$ cat config.mk
export PLATFORM = sky130hd
export DESIGN_NAME = sin_meas
export DESIGN_NICKNAME = d
export VERILOG_FILES = /design/src/rtl/sin_meas.sv
export SDC_FILE = /design/constraint.sdc
export NUM_CORES = 1
export LEC_CHECK = 0
export ABC_AREA = 0
export CORE_ASPECT_RATIO = 1.2
export CORE_MARGIN = 2
export CORE_UTILIZATION = 60
export CTS_CLUSTER_DIAMETER = 30
export DETAILED_ROUTE_END_ITERATION = 8
export PLACE_DENSITY = 0.82
export SLEW_MARGIN = 40
export SYNTH_ARGS = -nofsm -noshare
export SYNTH_HDL_FRONTEND = slang
export SYNTH_SLANG_ARGS = --single-unit
$ cat constraint.sdc
create_clock -name clk -period 7.4 [get_ports clk]
set_clock_uncertainty 0.15 [all_clocks]
set_input_delay 1.85 -clock clk [delete_from_list [all_inputs] [get_ports clk]]
set_output_delay 1.85 -clock clk [all_outputs]
set_load 0.02 [all_outputs]
$ cat src/rtl/sin_meas.sv
// rtl/sin_meas.sv - period, extremes and amplitude measurement of a periodic unsigned waveform
module sin_meas #(
    parameter int MID        = 128,
    parameter int HYST       = 8,
    parameter int MAX_PERIOD = 65535
) (
    input  logic        clk,
    input  logic        rst,
    input  logic        en,
    input  logic [7:0]  din,
    output logic [15:0] period,
    output logic [7:0]  vmax,
    output logic [7:0]  vmin,
    output logic [7:0]  amp,
    output logic        valid,
    output logic        lock,
    output logic        tmo
);

    localparam logic [7:0]  MID_LVL = 8'(MID);
    localparam logic [7:0]  ARM_LVL = 8'(MID - HYST);
    localparam logic [15:0] CNT_MAX = 16'(MAX_PERIOD);

    typedef enum logic {SEEK, MEAS} state_t;

    state_t      state;
    state_t      state_next;
    logic        armed;
    logic [15:0] cnt;
    logic [7:0]  run_max;
    logic [7:0]  run_min;

    logic        crossing;
    logic        do_start;
    logic        do_latch;
    logic        do_accum;
    logic        do_timeout;

    // A crossing needs a prior dip below the hysteresis level, so ripple near MID never triggers
    assign crossing = en && armed && (din >= MID_LVL);

    // State register
    always_ff @(posedge clk or posedge rst) begin
        if (rst) begin
            state <= SEEK;
        end else begin
            state <= state_next;
        end
    end

    // Next-state: first crossing starts measuring, a window that reaches CNT_MAX gives up
    always_comb begin
        state_next = state;
        case (state)
            SEEK: if (crossing) state_next = MEAS;
            MEAS: if (en && !crossing && (cnt == CNT_MAX)) state_next = SEEK;
            default: state_next = SEEK;
        endcase
    end

    // Action decode: which datapath update this enabled sample causes
    always_comb begin
        do_start   = 1'b0;
        do_latch   = 1'b0;
        do_accum   = 1'b0;
        do_timeout = 1'b0;
        case (state)
            SEEK: do_start = crossing;
            MEAS: begin
                if (crossing) begin
                    do_latch = 1'b1;
                end else if (en) begin
                    if (cnt == CNT_MAX) do_timeout = 1'b1;
                    else                do_accum   = 1'b1;
                end
            end
            default: ;
        endcase
    end

    // Arming flag: set by a low sample, consumed by a crossing, dropped on timeout
    always_ff @(posedge clk or posedge rst) begin
        if (rst) begin
            armed <= 1'b0;
        end else if (crossing || do_timeout) begin
            armed <= 1'b0;
        end else if (en && (din < ARM_LVL)) begin
            armed <= 1'b1;
        end
    end

    // Window accumulator: the crossing sample opens the next window, cnt saturates via timeout
    always_ff @(posedge clk or posedge rst) begin
        if (rst) begin
            cnt     <= 16'd0;
            run_max <= 8'd0;
            run_min <= 8'd0;
        end else if (do_start || do_latch) begin
            cnt     <= 16'd1;
            run_max <= din;
            run_min <= din;
        end else if (do_accum) begin
            cnt <= cnt + 16'd1;
            if (din > run_max) run_max <= din;
            if (din < run_min) run_min <= din;
        end else if (do_timeout) begin
            cnt <= 16'd0;
        end
    end

    // Result registers: latched on a measured crossing, held across timeouts
    always_ff @(posedge clk or posedge rst) begin
        if (rst) begin
            period <= 16'd0;
            vmax   <= 8'd0;
            vmin   <= 8'd0;
            amp    <= 8'd0;
            valid  <= 1'b0;
            lock   <= 1'b0;
            tmo    <= 1'b0;
        end else begin
            valid <= do_latch;
            tmo   <= do_timeout;
            if (do_latch) begin
                period <= cnt;
                vmax   <= run_max;
                vmin   <= run_min;
                amp    <= run_max - run_min;
                lock   <= 1'b1;
            end else if (do_timeout) begin
                lock <= 1'b0;
            end
        end
    end

endmodule

======== Word level (Yosys, flattened, before mapping) ========
Cells that the tools add are included.
word-level totals
  register bits after elaboration ......... 77
  bits of input ports ..................... 11
  output and inout port bits .............. 43
  logic and storage cells ................. 62
operators by class
  add/subtract/negate cells ............... 2
  $lt $le $gt $ge ......................... 4
  equal/unequal tests ..................... 1
  multiplexer cells ....................... 26
  bitwise logic cells ..................... 1
  reduce and logical (&&, ||, !) cells .... 16
operators by type and width
  operator                                                                       count
  16-bit 2-to-1 mux                                                              3
  8-bit 2-to-1 mux                                                               6
  16-bit by 1-bit adder with 16-bit output (second input constant)               1
  16-bit equality test (second input constant)                                   1
  1-bit 2-to-1 mux                                                               16
  2-bit nonzero test                                                             5
  8-bit greater-or-equal comparator (second input constant)                      1
  8-bit > comparator                                                             1
  8-bit by 7-bit less-than comparator with 1-bit output (second input constant)  1
  8-bit less-than comparator                                                     1
  8-bit subtractor                                                               1
  1-bit logical AND                                                              5
  2-bit AND reduction                                                            2
  3-bit nonzero test                                                             1
  1-bit logical OR                                                               2
  1-bit case mux with 2 select lines                                             1
  1-bit zero test                                                                1
  1-bit NOT                                                                      1

======== Depth between registers and ports, before layout ========
Gate-level depths: netlist of the first run.
  depth in word-level cells ............... 8
  gate-level depth with buffers ........... 9
  depth with buffers taken out ............ 9

======== Least setup slack after synthesis of the first run ========
No wires, ideal clock.
  path kind ............................... input port to flip-flop
  start point ............................. input port din[3]
  end point ............................... register run_min[6]
  setup time .............................. 0.151 ns
  arrival time ............................ 3.264 ns
  required time ........................... 7.099 ns
  path slack .............................. 3.835 ns
  cell stages on the path ................. 7
  path buffers ............................ 2
  path through ............................ ha_1 -> and2_1 -> clkbuf_1 -> a21o_1 -> buf_1 -> a221oi_1 -> o311ai_0
between the ends
  longest elaborated chain between the ends .. 7
  elaborated cells on any way between the ends .. 13
  those cells by class .................... order compare: 2; mux: 6; reduce/logical: 5
RTL lines
  element                            line  text
  start, declared                    10    input logic [7:0] din,
  8-bit greater-or-equal comparator  40    assign crossing = en && armed && (din >= MID_LVL);
  1-bit logical AND                  40
  1-bit 2-to-1 mux                   70    if (crossing) begin
  1-bit 2-to-1 mux                   67    case (state)
  1-bit logical OR                   98    end else if (do_start || do_latch) begin
  2-bit nonzero test (no line)       n/a
  2-bit AND reduction (no line)      n/a
  end signal, assigned               101   run_min <= din;
  end signal, assigned               105   if (din < run_min) run_min <= din;
  end, declared                      31    logic [7:0] run_min;
Several ways; a longest one is shown, not always the timed one.
A chain may end at the register's enable or synchronous reset.

======== Worst setup path in the final report of the first run ========
  start point ............................. input port din[7]
  end point ............................... register period[1]
between the ends
  longest elaborated chain between the ends .. 4
RTL lines
  element                            line  text
  8-bit greater-or-equal comparator  40
  1-bit logical AND                  40
  1-bit 2-to-1 mux                   70
  1-bit 2-to-1 mux                   67
  net do_latch                       35    logic do_latch;
  end signal, assigned               125   period <= cnt;
  end, declared                      11    output logic [15:0] period,
The timed path passes the listed nets, and every way through them passes these cells.

==> results.json, run 1 <==
{
  "grt_busiest_layer": "met2",
  "finalWirelength_mm": 9.48,
  "dieArea_sq_um": 7510,
  "dp_hpwl_mm": 6.77,
  "p_total_w": 0.00181,
  "drt-initial-drc-count": 249,
  "drive_above_1_share_pct": 10.7,
  "area_growth_pct": 19.0,
  "worst_setup_path_start_kind": "input pin",
  "fin_crit_ns": 4.02,
  "status": "finished, final reports clean",
  "min-delay-start": "vmin[4]$_DFFE_PP0P_",
  "grt_pass1_vias": 3260,
  "r2r_setup_slack_ns": 4.70,
  "fin_setup_tns_ns": 0,
  "final_area_sq_um": 4880,
  "ys_async_sr_fraction_pct": 100,
  "dpl_cell_area_sq_um": 4690,
  "die_w_um": 79.5,
  "critical_path_class": "input pin to flop",
  "wire_per_inst_um": 17.5,
  "synth_edf_count": 0,
  "fmax_mhz": 248,
  "gp_congestion": 0.847,
  "final.period_utilization_pct": 54.4,
  "cts_max_level": 3,
  "grtUsageTotal_pct": 27.5,
  "hold_viol": 0,
  "insertion_delay_ns": 0.35,
  "r2r_start": "cnt[0]$_DFFE_PP0P_",
  "core_sq_um": 6730,
  "crit_arrival_ns": 4.11,
  "antenna_found_initial": 0,
  "peakVddDrop_mv": 0.173,
  "overflow": 0,
  "critical_path_peak_fanout": 60,
  "use_met2_pct": 47.0,
  "cts_buffers": 9,
  "firstDrtPassIters": 5,
  "maxCapViolations": 0,
  "start_util_pct": 60.9,
  "slew_violations": 0,
  "via_per_inst": 6.01,
  "crit_path_end_kind": "flop",
  "io_buffer_count": 53,
  "fill_cells": 507,
  "cp.required_ns": 7.48,
  "worst_slew_pin_slew_ns": 0.687,
  "cts_root_buf": "clkbuf_8",
  "cts_resized": 0,
  "crit_start": "din[7]",
  "yosys.area.top_type": "dfrtp_1",
  "num_io_pins": 54,
  "met3_usage_pct": 5.26,
  "path_clk_slew_ns": 0.08,
  "synth_top_area_share_pct": 47.0,
  "clockBufferDepth": 2,
  "post_cts_buffers": 0,
  "netlist_top_cells_area": "dfrtp_1, ha_1, mux2_2, o21ai_0, nand2_1",
  "yosys_warnings": 0,
  "syn_inst": 404,
  "leakage_nw": 2.26,
  "antenna_cells": 0,
  "cts.sinks": 77,
  "ys_seq_elements": 77,
  "powerDensity_nw_per_um2": 371,
  "grt_use_met1_pct": 33.6,
  "synth.avg_cell_area_sq_um": 10.1,
  "die_h_um": 94.6,
  "ys.flop_type": "dfrtp_1",
  "grt_pass1_wl_mm": 16.0,
  "postRouteAntennaNets": 0,
  "grt_setup_unrepaired": "false",
  "cts_tree": "done",
  "row_count": 33,
  "slew_headroom_pct": 54.2,
  "synth_nets": 439,
  "netlist_area_sq_um": 4100,
  "grt_max_degree": 78,
  "worstHoldPathType": "flop to flop",
  "drc_errors": 0,
  "vias": 3265,
  "ctsHoldBuffers": 0,
  "synth-seq-area-share_pct": 47.0,
  "ys_types": 52,
  "final_nets": 487,
  "setup_viol_count_final": 0
}
[state kept, by name (all words and copies together), names as in the netlist]
register / cells
amp: 8
armed: 1
cnt: 16
lock: 1
period: 16
run_max: 8
run_min: 8
state: 1
tmo: 1
valid: 1
vmax: 8
vmin: 8
[per-stage QoR]
stage                     std cells  utilization, %  hold WS (ns)  setup WS (ns)
after CTS                       543            72.5         0.338           3.02
after global routing            543            72.5         0.350           3.21
after detailed placement        528            69.7         0.320           2.66
after global placement          528            69.5         0.311           2.39
after floorplan                 404               -         0.318           3.43
final                           543            72.5         0.334           3.38
[final cells by class]
class	count	area, sq um	area share, %
Inverter	30	113	2.31
Sequential cell	77	1930	39.5
Timing Repair Buffer	55	549	11.3
Clock buffer	9	124	2.54
Tap cell	87	109	2.23
Clock inverter	6	65.1	1.33
Multi-Input combinational cell	279	1990	40.8
[cell usage in the layout (no fill, tap or decap), drive strengths merged, types with 9 or more instances in the layout]
master,Yosys,layout
a21o,10,10
o21ai,37,37
nor3,12,12
clkbuf,10,9
inv,29,29
nand4,10,10
nand3,18,18
ha,23,23
a21oi,14,14
nor2,13,13
dfrtp,77,77
a211oi,9,9
mux2i,9,9
nand2,38,38
clkdlybuf4s50,0,53
mux2,17,17
[power by group]
part / switching, W / total [W] / internal (W) / leakage, nW
Combinational: 0.000497 / 0.000877 / 0.000381 / 1.19
Clock: 0.000154 / 0.000308 / 0.000154 / 0.0950
Sequential: 0.0000829 / 0.000627 / 0.000544 / 0.979
[Yosys cell counts (2+ instances only)]
cell	count
and3_1	2
nor2_1	13
nand2_1	38
a221oi_2	6
or3_1	2
mux2_2	17
o22ai_1	2
o21ai_1	2
o311ai_1	6
buf_2	5
a21o_1	10
xnor2_1	4
nand3_1	18
nor2b_1	3
a21oi_1	14
buf_4	2
nor4_1	4
o211ai_1	3
o31ai_1	3
a211oi_1	9
ha_1	23
o21ai_0	35
inv_1	28
nand2b_1	3
a31oi_1	2
nand4_1	9
nor3b_1	7
nor3_1	12
mux2i_1	9
xor2_1	2
o21a_1	4
dfrtp_1	77
a22o_1	2
clkbuf_1	10
[path summary, 6_finish.rpt]
check                                    endpoint  cells after the start
setup reg to reg           run_min[6]$_DFFE_PP0P_                      7
hold / removal                vmin[4]$_DFFE_PP0P_                      2
max in group asynchronous  run_min[1]$_DFFE_PP0P_                      3
setup / recovery            period[1]$_DFFE_PP0P_                      5
hold reg to reg               vmin[4]$_DFFE_PP0P_                      2
min in group asynchronous  period[15]$_DFFE_PP0P_                      3
[critical path: stages]
cell and delay [ns]:
clkdlybuf4s50_1 0.58, and3_2 0.54, nand2_4 0.40, inv_2 0.32, mux2_2 0.37
[logic make-up (layout without fill, tap and decap cells)]
family	count (synthesis)	count (layout)	synth area share (%)
and+or+nand+nor	118	118	14.8
AOI/OAI and AO/OA	105	105	17.8
DFF	77	77	47.0
buffers and inverters	48	100	4.73
muxes	26	26	6.87
adders and majority gates	24	24	7.51
xor gates and xnor gates	6	6	1.28
[metal layers]
layer  up-vias  share of wire (%)  wire, um
met3        27                3.7       355
met5         -                  0         0
met1      1575                 40      3780
met4         0                3.7       353
li1       1562                  -         -
met2       101                 53      4980
Note: power is estimated with default switching activity, not from simulation.
==> run 2, diff against run 1 <==
Settings changed: CORE_UTILIZATION 60 to 50, PLACE_DENSITY 0.82 to 0.72.
Clock period 7.4 ns to 3.2 ns, I/O delays scaled along.
==> results.json, run 2 (synthesis results as in run 1) <==
{
  "status": "finished, final reports clean",
  "antenna_found_initial": 0,
  "hold_viol": 0,
  "area_growth_pct": 22.7,
  "cts.sinks": 77,
  "worst_setup_path_start_kind": "input pin",
  "wire_per_inst_um": 16.5,
  "grt_use_met1_pct": 27.3,
  "cts_buffers": 9,
  "grt_pass1_wl_mm": 15.6,
  "dp_hpwl_mm": 6.86,
  "crit_end": "run_min[6]$_DFFE_PP0P_",
  "via_per_inst": 5.79,
  "critical_path_peak_fanout": 9,
  "insertion_delay_ns": 0.36,
  "cts_max_level": 3,
  "crit_start": "din[3]",
  "leakage_nw": 2.35,
  "final_area_sq_um": 5030,
  "postRouteAntennaNets": 0,
  "critical_path_class": "input pin to flop",
  "finalWirelength_mm": 9.32,
  "cp.required_ns": 3.26,
  "vias": 3278,
  "r2r_end": "run_min[2]$_DFFE_PP0P_",
  "maxCapViolations": 0,
  "cts_resized": 0,
  "worstHoldPathType": "flop to flop",
  "antenna_cells": 0,
  "peakVddDrop_mv": 0.367,
  "gp_congestion": 0.903,
  "final.period_utilization_pct": 86.6,
  "drive_above_1_share_pct": 13.4,
  "post_cts_buffers": 0,
  "reg.largest.list": "cnt x16, period x16",
  "final_nets": 501,
  "slew_headroom_pct": 66.8,
  "powerDensity_nw_per_um2": 842,
  "ctsHoldBuffers": 0,
  "r2r_start": "cnt[0]$_DFFE_PP0P_",
  "grt_busiest_layer": "met2",
  "cts_tree": "done",
  "grt_max_degree": 78,
  "grt_setup_unrepaired": "false",
  "dpl_cell_area_sq_um": 4830,
  "crit_path_end_kind": "flop",
  "die_h_um": 103,
  "overflow": 0,
  "use_met2_pct": 38.6,
  "cts_root_buf": "clkbuf_8",
  "die_w_um": 86.7,
  "setup_viol_count_final": 0,
  "met3_usage_pct": 3.97,
  "layout_commonest_cell": "dfrtp_1",
  "num_io_pins": 54,
  "clockBufferDepth": 2,
  "grtUsageTotal_pct": 22.5,
  "row_count": 36,
  "core_sq_um": 8060,
  "slew_violations": 0,
  "fin_crit_ns": 2.77,
  "drt-initial-drc-count": 114,
  "final_cell_mix": "dfrtp_1, clkdlybuf4s50_1, nand2_1, o21ai_0, inv_1",
  "crit_arrival_ns": 2.84,
  "dieArea_sq_um": 8940,
  "reg2reg_depth": 8,
  "worst_slew_pin_slew_ns": 0.496,
  "firstDrtPassIters": 4,
  "r2r_setup_slack_ns": 0.83,
  "fmax_mhz": 361,
  "path_clk_slew_ns": 0.08,
  "drc_errors": 0,
  "fin_setup_tns_ns": 0,
  "grt_pass1_vias": 3256,
  "io_buffer_count": 53,
  "start_util_pct": 50.9
}
[run 2: worst min-delay path by stage]
stage / startpoint / to / slack [ns] / cells past startpoint
after floorplan: cnt[15]$_DFFE_PP0P_ / cnt[15]$_DFFE_PP0P_ / 0.32 / 1
after global placement: vmin[4]$_DFFE_PP0P_ / vmin[4]$_DFFE_PP0P_ / 0.31 / 2
after detailed placement: amp[4]$_DFFE_PP0P_ / amp[4]$_DFFE_PP0P_ / 0.32 / 2
after CTS: vmax[3]$_DFFE_PP0P_ / vmax[3]$_DFFE_PP0P_ / 0.34 / 2
after global routing: vmax[0]$_DFFE_PP0P_ / vmax[0]$_DFFE_PP0P_ / 0.36 / 2
final: vmax[3]$_DFFE_PP0P_ / vmax[3]$_DFFE_PP0P_ / 0.33 / 2
[run 2: cell type report]
cell class | instances | area, sq um
clock buffer | 10 | 138
clock inverter | 6 | 61.3
fill | 705 | 3030
inverter | 30 | 113
multi-input combinational | 279 | 1990
sequential | 77 | 1930
tap | 95 | 119
timing repair buffer | 69 | 688
[run 2: through the flow]
stage	util (%)	setup WS [ns]	hold WS, ns	power, W	instances
CTS	62.4	0.482	0.337	0.00427	566
global route	62.4	0.370	0.358	0.00455	566
finish	62.4	0.428	0.328	0.00424	566
global placement	59.9	0.190	0.310	0.00345	550
floorplan	-	0.283	0.318	0.00278	404
detailed placement	59.9	0.108	0.320	0.00351	550
[run 2: metal layers]
layer | vias up | routed length, um
li1 | 1596 | -
met1 | 1570 | 3940
met2 | 89 | 4730
met3 | 23 | 370
met4 | 0 | 277
met5 | - | 0
[run 2: power breakdown]
group / leakage, nW / internal (W) / switching [W]
clock: 0.102 / 0.000380 / 0.000367
combinational: 1.26 / 0.000911 / 0.00114
sequential: 0.979 / 0.00126 / 0.000182
total: 2.35 / 0.00255 / 0.00169
[run 2: critical path, cell delays in order]
cell	delay, ns
clkdlybuf4s50_1	0.53
ha_1	0.36
and2_1	0.25
a21o_1	0.36
a221oi_1	0.36
o311ai_0	0.18
